===== config.mk =====
export PLATFORM = sky130hd
export DESIGN_NAME = winograd_tile_sched_flat
export DESIGN_NICKNAME = d
export VERILOG_FILES = /design/src/rtl/wino_pkg.sv /design/src/rtl/winograd_tile_sched_if.sv /design/src/rtl/wino_addr_gen.sv /design/src/rtl/winograd_tile_sched.sv /design/src/flat_wrapper.sv
export SDC_FILE = /design/constraint.sdc
export NUM_CORES = 1
export LEC_CHECK = 0
export BUFFER_PORTS_ARGS = -buffer_cell sky130_fd_sc_hd__buf_4
export CAP_MARGIN = 20
export CORE_MARGIN = 3
export CORE_UTILIZATION = 49
export DETAILED_ROUTE_END_ITERATION = 10
export GPL_TIMING_DRIVEN = 0
export PLACE_DENSITY = 0.77
export SLEW_MARGIN = 5
export SYNTH_ARGS = -nofsm -noshare
export SYNTH_HDL_FRONTEND = slang
export SYNTH_HIERARCHICAL = 1
export SYNTH_SLANG_ARGS = --single-unit

===== constraint.sdc =====
create_clock -name clk -period 6 [get_ports clk]
set_input_delay 1.2 -clock clk [delete_from_list [all_inputs] [get_ports clk]]
set_output_delay 1.2 -clock clk [all_outputs]
set_load 0.005 [all_outputs]

===== src/rtl/wino_pkg.sv =====
// rtl/wino_pkg.sv - shared FSM state type and tile geometry constants
//
// Purpose: common definitions for the Winograd F(2x2,3x3) tile scheduler.
//   wino_state_e : scheduler FSM states
//   TILE_N       : input tile elements (4x4)
//   KER_N        : kernel weights (3x3)
//   OUT_N        : output elements per tile (2x2)
package wino_pkg;

  typedef enum logic [2:0] {
    IDLE,
    LOAD_K,
    FETCH,
    COMPUTE,
    WRITE,
    DONE_ST
  } wino_state_e;

  localparam int TILE_N = 16;
  localparam int KER_N  = 9;
  localparam int OUT_N  = 4;

endpackage


===== src/rtl/winograd_tile_sched_if.sv =====
// rtl/winograd_tile_sched_if.sv - feature-buffer read bus and tile output handshake
//
// Purpose: bundles the buffer read port and the result output handshake.
//   rd_en/rd_addr/rd_data          : read strobe, address, data (1 cycle latency)
//   out_valid/out_ready            : result handshake
//   out_data/out_x/out_y           : 2x2 result and tile top-left coordinate
// Modports: master = scheduler side, slave = buffer/consumer side.
interface winograd_tile_sched_if import wino_pkg::*; #(
  parameter int DATA_W = 8,
  parameter int ADDR_W = 12,
  parameter int DIM_W  = 6
) ();

  logic                      rd_en;
  logic [ADDR_W-1:0]         rd_addr;
  logic [DATA_W-1:0]         rd_data;
  logic                      out_valid;
  logic                      out_ready;
  logic [OUT_N*DATA_W-1:0]   out_data;
  logic [DIM_W-1:0]          out_x;
  logic [DIM_W-1:0]          out_y;

  modport master (
    output rd_en, rd_addr, out_valid, out_data, out_x, out_y,
    input  rd_data, out_ready
  );

  modport slave (
    input  rd_en, rd_addr, out_valid, out_data, out_x, out_y,
    output rd_data, out_ready
  );

endinterface


===== src/rtl/wino_addr_gen.sv =====
// rtl/wino_addr_gen.sv - tile origin counters and buffer address computation
//
// Purpose: holds the layer dimensions and the current tile origin (tx, ty),
// and forms the read address for kernel or tile fetches.
//   clk, rst_n          : clock, async active-low reset
//   load                : latch img_w/img_h, origin to (0,0)
//   step                : advance origin in raster order by 2
//   sel_ker             : 1 = kernel address, 0 = tile pixel address
//   idx                 : kernel index, or tile element index (row in [3:2], col in [1:0])
//   img_w, img_h        : layer dimensions
//   ker_base, img_base  : base addresses
//   tx, ty              : current tile origin
//   last                : current tile is the final one of the layer
//   addr                : computed read address (wraps modulo 2^ADDR_W)
module wino_addr_gen import wino_pkg::*; #(
  parameter int ADDR_W = 12,
  parameter int DIM_W  = 6
) (
  input  logic              clk,
  input  logic              rst_n,
  input  logic              load,
  input  logic              step,
  input  logic              sel_ker,
  input  logic [3:0]        idx,
  input  logic [DIM_W-1:0]  img_w,
  input  logic [DIM_W-1:0]  img_h,
  input  logic [ADDR_W-1:0] ker_base,
  input  logic [ADDR_W-1:0] img_base,
  output logic [DIM_W-1:0]  tx,
  output logic [DIM_W-1:0]  ty,
  output logic              last,
  output logic [ADDR_W-1:0] addr
);

  logic [DIM_W-1:0] w_q, w_d, h_q, h_d, tx_q, tx_d, ty_q, ty_d;
  logic             row_end;
  logic [ADDR_W-1:0] row, col;

  assign row_end = (tx_q == w_q - DIM_W'(4));
  assign last    = row_end && (ty_q == h_q - DIM_W'(4));

  always_comb begin
    w_d  = w_q;
    h_d  = h_q;
    tx_d = tx_q;
    ty_d = ty_q;
    if (load) begin
      w_d  = img_w;
      h_d  = img_h;
      tx_d = '0;
      ty_d = '0;
    end else if (step) begin
      if (row_end) begin
        tx_d = '0;
        ty_d = ty_q + DIM_W'(2);
      end else begin
        tx_d = tx_q + DIM_W'(2);
      end
    end
  end

  always_ff @(posedge clk or negedge rst_n) begin
    if (!rst_n) begin
      w_q  <= '0;
      h_q  <= '0;
      tx_q <= '0;
      ty_q <= '0;
    end else begin
      w_q  <= w_d;
      h_q  <= h_d;
      tx_q <= tx_d;
      ty_q <= ty_d;
    end
  end

  // All terms are truncated to ADDR_W so the address wraps naturally.
  assign row  = ADDR_W'(ty_q) + ADDR_W'(idx[3:2]);
  assign col  = ADDR_W'(tx_q) + ADDR_W'(idx[1:0]);
  assign addr = sel_ker ? (ker_base + ADDR_W'(idx))
                        : (img_base + row * ADDR_W'(w_q) + col);
  assign tx   = tx_q;
  assign ty   = ty_q;

endmodule


===== src/rtl/winograd_tile_sched.sv =====
// rtl/winograd_tile_sched.sv - Winograd F(2x2,3x3) tile fetch/issue scheduler
//
// Purpose: loads a 3x3 kernel, then walks 4x4 input tiles (stride 2) over the
// image, presents each tile to an external transform datapath and returns the
// registered 2x2 result over a valid/ready handshake.
//   clk, rst_n           : clock, async active-low reset
//   start, abort         : begin layer (IDLE only) / force IDLE
//   img_w, img_h         : image dimensions, sampled at start
//   ker_base, img_base   : base addresses of weights and image
//   bus                  : read bus + output handshake (master modport)
//   tile_o, ker_o        : registered tile and kernel to the datapath
//   res_i                : combinational 2x2 result from the datapath
//   busy, done           : not-IDLE / one-cycle end-of-layer pulse
// Optional (WINO_PERF_CNT_EN): cyc_busy, cyc_stall performance counters.
module winograd_tile_sched import wino_pkg::*; #(
  parameter int DATA_W = 8,
  parameter int ADDR_W = 12,
  parameter int DIM_W  = 6
) (
  input  logic                     clk,
  input  logic                     rst_n,
  input  logic                     start,
  input  logic                     abort,
  input  logic [DIM_W-1:0]         img_w,
  input  logic [DIM_W-1:0]         img_h,
  input  logic [ADDR_W-1:0]        ker_base,
  input  logic [ADDR_W-1:0]        img_base,
  winograd_tile_sched_if.master    bus,
  output logic [TILE_N*DATA_W-1:0] tile_o,
  output logic [KER_N*DATA_W-1:0]  ker_o,
  input  logic [OUT_N*DATA_W-1:0]  res_i,
  output logic                     busy,
  output logic                     done
`ifdef WINO_PERF_CNT_EN
  ,
  output logic [31:0]              cyc_busy,
  output logic [31:0]              cyc_stall
`endif
);

  wino_state_e state_q, state_d;
  logic [4:0]  cnt_q, cnt_d;
  logic [DATA_W-1:0] tile_q [TILE_N];
  logic [DATA_W-1:0] ker_q  [KER_N];
  logic [OUT_N*DATA_W-1:0] out_data_q;
  logic [DIM_W-1:0]  out_x_q, out_y_q;

  logic rd_en, sel_ker, cap_k, cap_t, cap_o, ag_load, ag_step;
  logic dims_ok, last_tile;
  logic [DIM_W-1:0]  tx, ty;
  logic [ADDR_W-1:0] ag_addr;
  logic [3:0]        cap_idx;

  assign dims_ok = !img_w[0] && !img_h[0] && (img_w >= DIM_W'(4)) && (img_h >= DIM_W'(4));
  // Data for the read issued at count n arrives while the count is n+1.
  assign cap_idx = 4'(cnt_q - 5'd1);

  always_comb begin
    state_d = state_q;
    cnt_d   = cnt_q;
    rd_en   = 1'b0;
    sel_ker = 1'b0;
    cap_k   = 1'b0;
    cap_t   = 1'b0;
    cap_o   = 1'b0;
    ag_load = 1'b0;
    ag_step = 1'b0;
    case (state_q)
      IDLE: if (start) begin
        ag_load = 1'b1;
        cnt_d   = '0;
        state_d = dims_ok ? LOAD_K : DONE_ST;
      end
      LOAD_K: begin
        sel_ker = 1'b1;
        rd_en   = (cnt_q < 5'(KER_N));
        cap_k   = (cnt_q != 5'd0);
        cnt_d   = cnt_q + 5'd1;
        if (cnt_q == 5'(KER_N)) begin
          cnt_d   = '0;
          state_d = FETCH;
        end
      end
      FETCH: begin
        rd_en = (cnt_q < 5'(TILE_N));
        cap_t = (cnt_q != 5'd0);
        cnt_d = cnt_q + 5'd1;
        if (cnt_q == 5'(TILE_N)) begin
          cnt_d   = '0;
          state_d = COMPUTE;
        end
      end
      COMPUTE: begin
        cap_o   = 1'b1;
        state_d = WRITE;
      end
      WRITE: if (bus.out_ready) begin
        if (last_tile) begin
          state_d = DONE_ST;
        end else begin
          ag_step = 1'b1;
          state_d = FETCH;
        end
      end
      DONE_ST: state_d = IDLE;
      default: state_d = IDLE;
    endcase
    // Abort wins over everything, including a start seen in IDLE.
    if (abort) begin
      state_d = IDLE;
      cnt_d   = '0;
      cap_k   = 1'b0;
      cap_t   = 1'b0;
      cap_o   = 1'b0;
      ag_load = 1'b0;
      ag_step = 1'b0;
    end
  end

  always_ff @(posedge clk or negedge rst_n) begin
    if (!rst_n) begin
      state_q    <= IDLE;
      cnt_q      <= '0;
      out_data_q <= '0;
      out_x_q    <= '0;
      out_y_q    <= '0;
      for (int i = 0; i < TILE_N; i++) tile_q[i] <= '0;
      for (int i = 0; i < KER_N; i++)  ker_q[i]  <= '0;
    end else begin
      state_q <= state_d;
      cnt_q   <= cnt_d;
      for (int i = 0; i < KER_N; i++)
        if (cap_k && cap_idx == 4'(i)) ker_q[i] <= bus.rd_data;
      for (int i = 0; i < TILE_N; i++)
        if (cap_t && cap_idx == 4'(i)) tile_q[i] <= bus.rd_data;
      if (cap_o) begin
        out_data_q <= res_i;
        out_x_q    <= tx;
        out_y_q    <= ty;
      end
    end
  end

  wino_addr_gen #(.ADDR_W(ADDR_W), .DIM_W(DIM_W)) u_addr_gen (
    .clk      (clk),
    .rst_n    (rst_n),
    .load     (ag_load),
    .step     (ag_step),
    .sel_ker  (sel_ker),
    .idx      (cnt_q[3:0]),
    .img_w    (img_w),
    .img_h    (img_h),
    .ker_base (ker_base),
    .img_base (img_base),
    .tx       (tx),
    .ty       (ty),
    .last     (last_tile),
    .addr     (ag_addr)
  );

  for (genvar g = 0; g < TILE_N; g++) begin : g_tile
    assign tile_o[g*DATA_W +: DATA_W] = tile_q[g];
  end
  for (genvar g = 0; g < KER_N; g++) begin : g_ker
    assign ker_o[g*DATA_W +: DATA_W] = ker_q[g];
  end

  assign bus.rd_en     = rd_en;
  assign bus.rd_addr   = rd_en ? ag_addr : '0;
  assign bus.out_valid = (state_q == WRITE);
  assign bus.out_data  = out_data_q;
  assign bus.out_x     = out_x_q;
  assign bus.out_y     = out_y_q;
  assign busy          = (state_q != IDLE);
  assign done          = (state_q == DONE_ST);

`ifdef WINO_PERF_CNT_EN
  logic [31:0] cyc_busy_q, cyc_stall_q;

  always_ff @(posedge clk or negedge rst_n) begin
    if (!rst_n) begin
      cyc_busy_q  <= '0;
      cyc_stall_q <= '0;
    end else if (state_q == IDLE && start && !abort) begin
      cyc_busy_q  <= '0;
      cyc_stall_q <= '0;
    end else begin
      if (busy && cyc_busy_q != '1) cyc_busy_q <= cyc_busy_q + 32'd1;
      if (state_q == WRITE && !bus.out_ready && cyc_stall_q != '1)
        cyc_stall_q <= cyc_stall_q + 32'd1;
    end
  end

  assign cyc_busy  = cyc_busy_q;
  assign cyc_stall = cyc_stall_q;
`endif

endmodule


===== src/flat_wrapper.sv =====
// flat-port wrapper written by rule: the top's interface ports become plain ports
module winograd_tile_sched_flat import wino_pkg::*;
#(
  parameter int DATA_W = 8,
  parameter int ADDR_W = 12,
  parameter int DIM_W  = 6
)
  (clk, rst_n, start, abort, img_w, img_h, ker_base, img_base, tile_o, ker_o, res_i, busy, done, bus_rd_en, bus_rd_addr, bus_out_valid, bus_out_data, bus_out_x, bus_out_y, bus_rd_data, bus_out_ready);
  winograd_tile_sched_if #(.DATA_W(DATA_W), .ADDR_W(ADDR_W), .DIM_W(DIM_W)) bus_i ();
  input  logic clk;
  input  logic rst_n;
  input  logic start;
  input  logic abort;
  input  logic [DIM_W-1:0] img_w;
  input  logic [DIM_W-1:0] img_h;
  input  logic [ADDR_W-1:0] ker_base;
  input  logic [ADDR_W-1:0] img_base;
  output logic [TILE_N*DATA_W-1:0] tile_o;
  output logic [KER_N*DATA_W-1:0] ker_o;
  input  logic [OUT_N*DATA_W-1:0] res_i;
  output logic busy;
  output logic done;
  output wire logic [$bits(bus_i.rd_en)-1:0] bus_rd_en;
  output wire logic [$bits(bus_i.rd_addr)-1:0] bus_rd_addr;
  output wire logic [$bits(bus_i.out_valid)-1:0] bus_out_valid;
  output wire logic [$bits(bus_i.out_data)-1:0] bus_out_data;
  output wire logic [$bits(bus_i.out_x)-1:0] bus_out_x;
  output wire logic [$bits(bus_i.out_y)-1:0] bus_out_y;
  input wire logic [$bits(bus_i.rd_data)-1:0] bus_rd_data;
  input wire logic [$bits(bus_i.out_ready)-1:0] bus_out_ready;
  assign bus_rd_en = bus_i.rd_en;
  assign bus_rd_addr = bus_i.rd_addr;
  assign bus_out_valid = bus_i.out_valid;
  assign bus_out_data = bus_i.out_data;
  assign bus_out_x = bus_i.out_x;
  assign bus_out_y = bus_i.out_y;
  assign bus_i.rd_data = bus_rd_data;
  assign bus_i.out_ready = bus_out_ready;
  winograd_tile_sched #(.DATA_W(DATA_W), .ADDR_W(ADDR_W), .DIM_W(DIM_W)) u_core (.clk(clk), .rst_n(rst_n), .start(start), .abort(abort), .img_w(img_w), .img_h(img_h), .ker_base(ker_base), .img_base(img_base), .bus(bus_i), .tile_o(tile_o), .ker_o(ker_o), .res_i(res_i), .busy(busy), .done(done));
endmodule

# Word-level counts from Yosys, hierarchy flattened
# Index checks and enable logic that the tools add are counted.
[totals] input_bits=81 out_inout_bits=260 wordCells=155 regBits=276
[op_classes] addsub=11 n_lt_le_gt_ge=4 muxes=36 n_eq_ne=28 n_mul=1 n_reduce_logical=41
[ops] op="two-way mux 6 bit" count=6
[ops] op="== test 4 bit (second input constant)" count=8
[ops] op="logical AND 1 bit" count=29
[ops] op="two-way mux 12 bit" count=2
[ops] op="two-way mux 3 bit" count=7
[ops] op="two-way mux 5 bit" count=4
[ops] op="== test 4 x 3 -> 1 bit (second input constant)" count=4
[ops] op="one-hot mux 3 bit (5 select lines)" count=1
[ops] op="one-hot mux 5 bit (3 select lines)" count=1
[ops] op="adder 6 x 2 -> 7 bit" count=2
[ops] op="two-way mux 1 bit" count=14
[ops] op="adder 12 bit" count=1
[ops] op="adder 12 x 4 -> 12 bit" count=1
[ops] op="adder 12 x 7 -> 12 bit" count=1
[ops] op="adder 6 x 2 -> 6 bit (second input constant)" count=2
[ops] op="== test 6 bit" count=2
[ops] op="greater-or-equal comparator 6 x 3 -> 1 bit (second input constant)" count=2
[ops] op="multiplier 7 x 6 -> 12 bit" count=1
[ops] op="subtractor 6 x 3 -> 6 bit (second input constant)" count=2
[ops] op="inequality test 3 x 2 -> 1 bit (second input constant)" count=3
[ops] op="== test 4 x 2 -> 1 bit (second input constant)" count=2
[ops] op="== test 3 x 2 -> 1 bit (second input constant)" count=2
[ops] op="== test 3 bit (second input constant)" count=2
[ops] op="adder 5 x 1 -> 5 bit (second input constant)" count=1
[ops] op="18 further kinds" count=21

# Depth between registers and ports, before layout
# Gate-level depths: netlist of run 1.
[logic_depth] word_depth=9 ltp_mapped=20 mapped_depth_nobuf=20

# Hierarchy
# The synthesis of run 1 kept the hierarchy.
[by_module_without_submodules] mod="winograd_tile_sched" seq_area_each_um2=6306.0 n_inst=1 cells_per_inst=771 area_per_inst_um2=10054.6
[by_module_without_submodules] mod="wino_addr_gen" seq_area_each_um2=550.5 n_inst=1 cells_per_inst=385 area_per_inst_um2=3430.8

# Worst setup path after synthesis of run 1
# OpenSTA, ideal clock, no wires.
[synth_timing] path_kind="register to output" from="register u_core.cnt_q[3]" to="output bus_rd_addr[10]" path_buffers=0 required_time_ps=4800 path_stages_with_launch=19 setup_slack_ps=32 t_arrival_ps=4768 cell_sequence="dfrtp_1 > ha_1 > nand4_1 > xnor2_1 > nand2b_1 > fa_1 > inv_1 > fa_1 > fa_1 > inv_1 > fa_1 > inv_1 > ha_1 > or3_1 > or2_2 > o22ai_1 > xor2_1 > mux2i_1 > and2_1"
[synth_via] elab_chain_len=6 word_cells_on_any_way=10 cone_classes="add/sub (4); mul (1); order compare (2); mux (3)"
[synth_lines] element="start, declared" line_no="winograd_tile_sched.sv:42" rtl="logic [4:0] cnt_q, cnt_d;"
[synth_lines] element="start signal, assigned" line_no="winograd_tile_sched.sv:131" rtl="cnt_q <= cnt_d;"
[synth_lines] element="adder 6 x 2 -> 7 bit" line_no="wino_addr_gen.sv:77" rtl="assign row = ADDR_W'(ty_q) + ADDR_W'(idx[3:2]);"
[synth_lines] element="multiplier 7 x 6 -> 12 bit" line_no="wino_addr_gen.sv:80" rtl=": (img_base + row * ADDR_W'(w_q) + col);"
[synth_lines] element="adder 12 bit" line_no="wino_addr_gen.sv:80"
[synth_lines] element="adder 12 x 7 -> 12 bit" line_no="wino_addr_gen.sv:80"
[synth_lines] element="two-way mux 12 bit (*)" line_no="wino_addr_gen.sv:79" rtl="assign addr = sel_ker ? (ker_base + ADDR_W'(idx))"
[synth_lines] element="named net u_core.ag_addr[10]" line_no="winograd_tile_sched.sv:51" rtl="logic [ADDR_W-1:0] ag_addr;"
[synth_lines] element="two-way mux 12 bit (*)" line_no="winograd_tile_sched.sv:169" rtl="assign bus.rd_addr = rd_en ? ag_addr : '0;"
[synth_lines] element="end, declared" line_no="flat_wrapper.sv:24" rtl="output wire logic [$bits(bus_i.rd_addr)-1:0] bus_rd_addr;"
# Mark *: on every way through the listed nets, which the timed path passes. The rest lies on a longest branch.

# Worst setup path after layout of run 1
# Same ends and word-level chain as after synthesis.

==> Implementation_results.wiki, run 1 <==
{| class="wikitable"
! Metric !! Value
|-
| Dpl cell area || approximately 17,000 um^2
|-
| Placer's final routability congestion estimate || around 0.86
|-
| Fin crit share || 108.2%
|-
| Count of nets after finishing || approximately 1,700
|-
| Finished layout cell area || 17,930 um^2
|-
| CTS Root Cell || clkbuf_16
|-
| Compound-cell area share of the yosys netlist || approximately 13%
|-
| Critical register-to-register path startpoint || u_core/u_addr_gen/w_q[2]
|-
| Simple-gate share of the synthesized area || 9.909%
|-
| Non-filler instance count after layout || between 1,500 and 2,000
|-
| Power Density || ~300 nW/um^2
|-
| Clock edge transition at the registers on the reported setup and hold paths || about 60 ps
|-
| Wire length reported by the detailed router || about 41,000 um
|-
| Combinational family with the most area after synthesis || compound AO/OA/AOI/OAI gates
|-
| Total placed cells including tap cells || about 1,800
|-
| Final critical path time including I/O delays and setup || 6491 ps
|-
| Top post-synthesis cells by area || dfrtp_1 (51%), mux2_2 (8.4%), o2bb2ai_1 (6.8%), fa_1 (5.6%), ha_1 (3.9%)
|-
| CTS HTree Levels || 1
|-
| Clock tree from TritonCTS || yes
|-
| Avg Cell Area, Syn || ~12 um^2
|-
| Peak supply drop || ~0.00024 V
|-
| Sort of element at the end of the critical path || primary output
|-
| Number of inserted diodes || 0
|-
| Area share of the largest cell type after synthesis || between 50% and 60%
|-
| Signed area change from the synthesized netlist to the final layout || 32.93%
|-
| Path depth of the worst reg2reg path || 11
|-
| Detailed-route vias per instance || between 5 and 6
|-
| Area of the core || approximately 27,000 um^2
|-
| Outcome || finished with violations
|-
| Number of vias after detailed routing || roughly 11,000
|-
| Antenna violations before repair || 0
|-
| Vias in the first global route || 10,890
|-
| Dominant cell type by area after synthesis || dfrtp_1
|-
| Setup crit start kind || flip-flop
|-
| Critical path class || flip-flop to primary output
|-
| DIE HEIGHT || 171.9 um
|-
| Ports placed on the boundary || 341
|-
| Global-route usage over all layers || about a quarter
|-
| Fraction of layout instances using a drive strength above 1 || 38.88%
|-
| Slack of the worst reg-to-reg path || roughly 2500 ps
|-
| Top_reg_cell synth || dfrtp_1
|-
| Pre-CTS WS || -669.6 ps
|-
| Count of nets left with antenna violations after detail routing || 0
|-
| Final number of max-transition violations || 0
|-
| Worst min-delay path startpoint || u_core/tile_o[6]
|-
| Routed length per placed instance || 21.35 um
|-
| HPWL reported at the end of detailed placement || around 30,000 um
|-
| Global-route wire length before repair || approximately 62,000 um
|-
| Post-synth EDFFs || 0
|-
| Number of buffers on the longest clock path || 3
|-
| Worst flop-to-flop path endpoint || u_core/u_addr_gen/ty[4]
|-
| Number of distinct library cell variants in the gate-level netlist after synthesis || 64
|-
| Actual slew at the worst max-slew pin || roughly 900 ps
|-
| Async set-or-reset flop fraction in the synthesized netlist || 100.0%
|-
| Least setup slack across all paths after layout || -491.4 ps
|-
| Cells after Synth || 1,156
|-
| Max Clk Rate || approximately 0.15 GHz
|-
| DR pass1 iterations || 5
|-
| Kind of path behind the tightest hold check || flip-flop to flip-flop
|-
| Max Cap Violations || 0
|-
| Post-synthesis register bit count || 274
|-
| Worst setup skew after layout || between 20 and 25 ps
|-
| Data required time of the critical path || ~4800 ps
|-
| Critical-path maximum fanout || 5
|-
| Total of buffers placed on input and output ports || approximately 340
|-
| Cell area after technology mapping || between 10,000 and 15,000 um^2
|-
| Warnings from Yosys || 6
|-
| Cell count of the worst hold path || 1
|-
| Pin count of the biggest net entering global routing || around 110
|-
| Leak Pwr || 8.894 nW
|-
| Number of design rule violations left after detail routing || 0
|-
| Width of the die || 171.9 um
|-
| Hold path endpoint || u_core/tile_o[6]
|-
| Source-to-sink clock delay at the later pin of the worst-skew pair || roughly 540 ps
|-
| Die area || 29,550 um^2
|-
| Hold violation total from the final report || 0
|-
| CTS buffer count || 28
|-
| Failing checks || negative setup slack
|-
| Starting density of the core || about half
|-
| Post-CTS Hold Fix Bufs || 0
|-
| Data arrival, critical path || ~5300 ps
|-
| Overflow left after global routing || 0
|-
| Fraction of synthesized area in multiplexers || ~8.8%
|-
| Synthesized-area fraction occupied by adder cells || 9.538%
|-
| Count of standard-cell rows || 60
|-
| Xor/xnor cell area share of the yosys netlist || 2.728%
|-
| Final number of setup-violating endpoints || 7
|-
| Number of violations reported at the end of detailed-routing iteration 0 || between 700 and 800
|-
| Max-Slew Margin vs Limit || 40.71%
|-
| Setup repair after global routing missed its margin || true
|-
| Hold WS || around 490 ps
|-
| Sequential area share after synthesis || about half
|-
| Clock sink total || ~270
|}
==> what timing repair did <==
action                                 CTS  global route
pin swaps                               25            42
setup endpoints to repair                8             8
buffers inserted                        12             8
endpoints found under the hold margin    0             0
resized for setup                       39            31
==> per-stage QoR <==
stage | TNS, ps | utilization (%) | power [W]
after global routing | -4216 | 66.33 | 0.005514
after global placement | -2725 | 60.91 | 0.003476
after detailed placement | -3578 | 61.14 | 0.003519
after floorplan | 0 | - | 0.002860
after CTS | -2712 | 65.58 | 0.005273
final | -2654 | 66.33 | 0.005285
==> synth_stat cells, types with 13 or more instances <==
master,number
dfrtp_1,274
o21ai_0,104
o2bb2ai_1,104
mux2_2,100
inv_1,79
nand2_1,77
ha_1,42
clkbuf_1,40
fa_1,38
and2_1,31
nor2_1,28
xnor2_1,28
a21oi_1,20
buf_2,20
nand2b_1,20
nor2b_1,17
xor2_1,14
nor3_1,13
==> area by class of cell <==
class                           count  area, um^2
Multi-Input combinational cell    732        6282
Tap cell                          341       426.7
Clock inverter                     10       90.09
Clock buffer                       41       839.6
Sequential cell                   274        6860
Fill cell                        2024        9100
Inverter                           79       296.5
Timing Repair Buffer              361        2776
Buffer                             72       354.1
==> where the power goes <==
| part | leakage [nW] | switching, W | internal (W) |
|---|---|---|---|
| clock network | 0.467 | 0.000721 | 0.00101 |
| registers | 3.76 | 0.000144 | 0.00204 |
| logic | 4.66 | 0.000767 | 0.000604 |
==> state kept, by name, summed over array words and instances, names as in the netlist <==
| signal | cells |
|---|---|
| u_core/bus.out_x | 6 |
| u_core/state_q | 3 |
| u_core/bus.out_data | 32 |
| u_core/u_addr_gen/tx | 5 |
| u_core/cnt_q | 5 |
| u_core/tile_o | 128 |
| u_core/bus.out_y | 6 |
| u_core/u_addr_gen/ty | 5 |
| u_core/u_addr_gen/h_q | 6 |
| u_core/ker_o | 72 |
| u_core/u_addr_gen/w_q | 6 |
==> worst max-delay path by stage <==
| stage | cells past startpoint | end | startpoint |
|---|---|---|---|
| after detailed placement | 19 | bus_rd_addr[10] | u_core/cnt_q[3] |
| after global placement | 19 | bus_rd_addr[10] | u_core/cnt_q[3] |
| after CTS | 20 | bus_rd_addr[10] | u_core/cnt_q[3] |
| after global routing | 20 | bus_rd_addr[10] | u_core/cnt_q[3] |
| after floorplan | 18 | bus_rd_addr[10] | u_core/cnt_q[3] |
| final | 20 | bus_rd_addr[10] | u_core/cnt_q[3] |
==> kinds of logic after synthesis <==
group                      after synthesis
buffers and inverters                  151
DFF                                    274
and+or+nand+nor                        236
other                                    1
muxes                                  106
AOI/OAI and AO/OA                      266
xor gates and xnor gates                42
adders and majority gates               80
==> routing by layer <==
layer  vias to the layer above  share of wire, %  GRT usage, %
met3                        60               8.0         6.104
met1                      5410                40         34.84
li1                       4801                 -             -
met5                         -                 0             0
met4                         0               2.5         6.421
met2                       475                49         45.26
==> worst max-delay path, cell delays in order (launching register included) <==
cell and delay, ps:
dfrtp_2 420, ha_4 190, buf_6 110, nand3_4 80, xor2_4 180, or2b_1 250, fa_1 440, inv_1 80
fa_2 430, fa_1 490, inv_1 50, fa_1 500, inv_1 50, ha_2 170, or3_4 390, or2_4 250
o22ai_4 110, xor2_1 200, mux2i_1 90, and2_4 170, buf_6 110
==> placed cells by master, fill, tap and decap left out, drive strengths merged, types with 3 or more instances in the layout <==
cell type | Yosys | routed
or3 | 4 | 4
o21ai | 111 | 111
nand2 | 79 | 79
dfrtp | 274 | 274
a21o | 4 | 4
xnor2 | 28 | 28
nand3 | 9 | 9
o2bb2ai | 104 | 104
mux2i | 4 | 4
a21oi | 22 | 22
nand3b | 3 | 3
nor4 | 4 | 4
o22ai | 4 | 4
clkbuf | 41 | 82
o21a | 6 | 6
o31ai | 3 | 3
nand4 | 3 | 3
nand2b | 20 | 20
clkinv | 0 | 8
fa | 38 | 38
mux2 | 102 | 102
nor3b | 3 | 3
inv | 79 | 80
nor3 | 14 | 14
buf | 31 | 392
ha | 42 | 42
and2 | 31 | 31
nor2b | 17 | 17
nor2 | 34 | 34
and3 | 4 | 4
or2 | 3 | 3
xor2 | 14 | 14
Power figures use the tool's default switching activity.
==> inputs of run 2 (changes only) <==
SYNTH_HIERARCHICAL = unset   (was 1)
==> run 2 against run 1 <==
Net effect:
- the run still ends with negative setup slack left
- cell count is 4.8% lower
- wire length decreased by 9.6%
- via count down 8.7%
- sequential share of layout area is 0.32 points lower
- non-clock buffer count shrank 32
- combinational power decreased by 15%
- total power decreased by 3.4%
- area after synthesis grew 0.40%
- sequential power barely moved
- setup slack gained 120 ps
- largest cell class unchanged
- highest routed layer unchanged
==> Implementation_results.wiki, run 2 <==
{| class="wikitable"
! Metric !! Value
|-
| Outcome || finished with violations
|-
| Failing checks || negative setup slack
|-
| Global-route wire length before repair || about 56,000 um
|-
| Data required time of the critical path || between 4000 and 5000 ps
|-
| Area share of the largest cell type after synthesis || roughly 50%
|-
| CTS buffer count || 29
|-
| CTS HTree Levels || 1
|-
| Logic pwr share || 23.0%
|-
| Final number of setup-violating endpoints || 6
|-
| Actual slew at the worst max-slew pin || approximately 950 ps
|-
| Overflow left after global routing || 0
|-
| Cells after Synth || ~1,100
|-
| Dpl cell area || roughly 17,000 um^2
|-
| Fin crit share || 106.2%
|-
| Number of vias after detailed routing || 9,813
|-
| Warnings from Yosys || 0
|-
| Sequential share of power || 42.0%
|-
| Finished layout cell area || around 18,000 um^2
|-
| Placer's final routability congestion estimate || 0.8643
|-
| Avg Cell Area, Syn || between 10 and 15 um^2
|-
| Number of violations reported at the end of detailed-routing iteration 0 || about 440
|-
| Leak Pwr || between 9 and 10 nW
|-
| Clock sink total || between 200 and 300
|-
| Antenna violations before repair || 1
|-
| Total of buffers placed on input and output ports || 337
|-
| Fraction of layout instances using a drive strength above 1 || between 40% and 50%
|-
| Post-synthesis register bit count || approximately 270
|-
| Flip-flop count of the largest register, all copies and words added || between 100 and 150
|-
| Number of distinct library cell variants in the gate-level netlist after synthesis || a little under 60
|-
| Least setup slack across all paths after layout || -372.1 ps
|-
| Async set-or-reset flop fraction in the synthesized netlist || 100.0%
|-
| Worst setup skew after layout || between 20 and 25 ps
|-
| DR pass1 iterations || 5
|-
| Clock edge transition at the registers on the reported setup and hold paths || ~60 ps
|-
| Utilization of the core after routing || roughly 66%
|-
| TNS Setup || -1803 ps
|-
| Starting density of the core || 50.10%
|-
| Pin count of the biggest net entering global routing || 120
|-
| Number of design rule violations left after detail routing || 0
|-
| Wire length reported by the detailed router || around 37,000 um
|-
| HPWL reported at the end of detailed placement || 27,140 um
|-
| Post-CTS Hold Fix Bufs || 0
|-
| Path depth of the worst reg2reg path || 8
|-
| Clock tree from TritonCTS || yes
|-
| Kind of path behind the tightest hold check || flip-flop to flip-flop
|-
| Number of buffers on the longest clock path || 3
|-
| Max Clk Rate || 0.1569 GHz
|-
| Total net switching power || 0.001439 W
|-
| Routed length per placed instance || around 20 um
|-
| Signed area change from the synthesized netlist to the final layout || 32.59%
|-
| Detailed-route vias per instance || approximately 5.4
|-
| Most frequent standard cell in the layout excluding fill and tap cells || buf_4
|-
| Sequential area share after synthesis || about half
|-
| Area of the core || 27,030 um^2
|-
| Switch share || approximately 28%
|-
| Dominant cell type by area after synthesis || dfrtp_1
|-
| Top_reg_cell synth || dfrtp_1
|-
| Critical-path maximum fanout || 4
|-
| Top post-synthesis cells by area || dfrtp_1 (50%), mux2_2 (20%), fa_1 (5.6%), ha_1 (3.9%), inv_1 (2.0%)
|-
| Count of nets after finishing || around 1,600
|-
| Count of nets left with antenna violations after detail routing || 0
|-
| Hold WS || slightly below 500 ps
|-
| Final number of max-transition violations || 0
|-
| Most frequent cells after synthesis || dfrtp_1 (272), mux2_2 (239), inv_1 (71)
|-
| Pre-CTS WS || -603.5 ps
|-
| Relative contribution of the clock network to total power || around a third
|-
| Cell with the most instances after synthesis || dfrtp_1
|-
| Die area || between 20,000 and 30,000 um^2
|-
| Max-Slew Margin vs Limit || ~36%
|-
| Data arrival, critical path || 5170 ps
|-
| Sort of element at the end of the critical path || primary output
|-
| Ports placed on the boundary || between 300 and 400
|-
| Post-synth EDFFs || 0
|-
| Cell area after technology mapping || around 14,000 um^2
|-
| CTS Root Cell || clkbuf_16
|-
| Vias in the first global route || between 10,000 and 15,000
|-
| Internal cell power || roughly 0.0037 W
|-
| Slack of the worst reg-to-reg path || 2870 ps
|-
| Setup repair after global routing missed its margin || true
|-
| Hold violation total from the final report || 0
|-
| Max Cap Violations || 0
|-
| Global-route usage over all layers || 24.13%
|-
| Power Density || between 200 and 300 nW/um^2
|-
| Source-to-sink clock delay at the later pin of the worst-skew pair || between 500 and 600 ps
|-
| Setup crit start kind || flip-flop
|-
| Top library cells by usage in the layout, fill and taps aside || buf_4 (353), dfrtp_1 (267), mux2_2 (239)
|-
| Final critical path time including I/O delays and setup || 6372 ps
|-
| Width of the die || 172.2 um
|-
| Cell count of the worst hold path || 2
|-
| Count of standard-cell rows || 60
|-
| Peak supply drop || ~0.00027 V
|-
| Critical path class || flip-flop to primary output
|-
| DIE HEIGHT || roughly 170 um
|}
==> run 2: worst paths after layout <==
kind | startpoint | endpoint
hold reg to reg | u_core.u_addr_gen.h_q[0] | u_core.u_addr_gen.h_q[0]
setup / recovery | u_core.cnt_q[3] | bus_rd_addr[8]
hold / removal | u_core.u_addr_gen.h_q[0] | u_core.u_addr_gen.h_q[0]
setup reg to reg | u_core.cnt_q[1] | u_core.tile_o[20]
max in group asynchronous | rst_n | u_core.bus.out_data[24]
min in group asynchronous | rst_n | u_core.tile_o[0]
==> run 2: area by class of cell <==
type,instances,area (um^2)
multi-input combinational,678,6554
clock buffer,43,838.3
antenna,2,5.005
clock inverter,10,121.4
buffer,44,178.9
tap,341,426.7
inverter,71,266.5
sequential,272,6813
fill,2057,9075
timing repair buffer,357,2748
==> run 2: metal layers <==
layer	GRT usage, %	part of all wire, %	routed length [um]	up-vias
met2	42.35	51	18830	300
met4	7.393	3.2	1181	0
met3	6.264	6.8	2488	72
met1	29.35	39	14350	4986
met5	0	0	0	-
li1	-	-	-	4455
==> run 2: timing repair <==
action,CTS,global route
gates resized for setup,38,22
pin swaps,31,22
endpoints found under the setup margin,8,8
buffers inserted,13,5
==> run 2: kinds of logic after synthesis <==
kind of cell | synth area share (%)
compound gates | 5.055
xor+xnor | 2.301
fa+ha+maj | 9.500
buf+inv | 3.364
flops | 50.27
mux | 20.28
other cells | 0.02770
simple gates | 9.204
==> run 2: power groups by stage <==
stage	sequential [W]	clock, W	combinational, W
after global routing	0.00217	0.00190	0.00129
after detailed placement	0.00218	0	0.00110
final	0.00215	0.00178	0.00117
after global placement	0.00217	0	0.00107
after CTS	0.00214	0.00182	0.00114
after floorplan	0.00217	0	0.000571
==> run 2: stage by stage <==
stage	total power [W]	cells
floorplan	0.002738	1068
global placement	0.003233	1746
detailed placement	0.003279	1748
CTS	0.005100	1811
global route	0.005357	1817
finish	0.005105	1818
==> run 2: worst max-delay path, cell delays in order, from the launching register on <==
cell	delay (ps)
dfrtp_2	420
ha_4	190
nand2_2	70
xor2_2	170
buf_4	150
nand2b_1	150
fa_1	510
inv_1	50
ha_1	280
inv_2	40
fa_1	480
fa_1	550
inv_1	60
ha_4	230
a21o_1	190
a211o_1	320
buf_4	160
a21oi_2	130
xor2_1	210
a21oi_1	100
buf_4	160
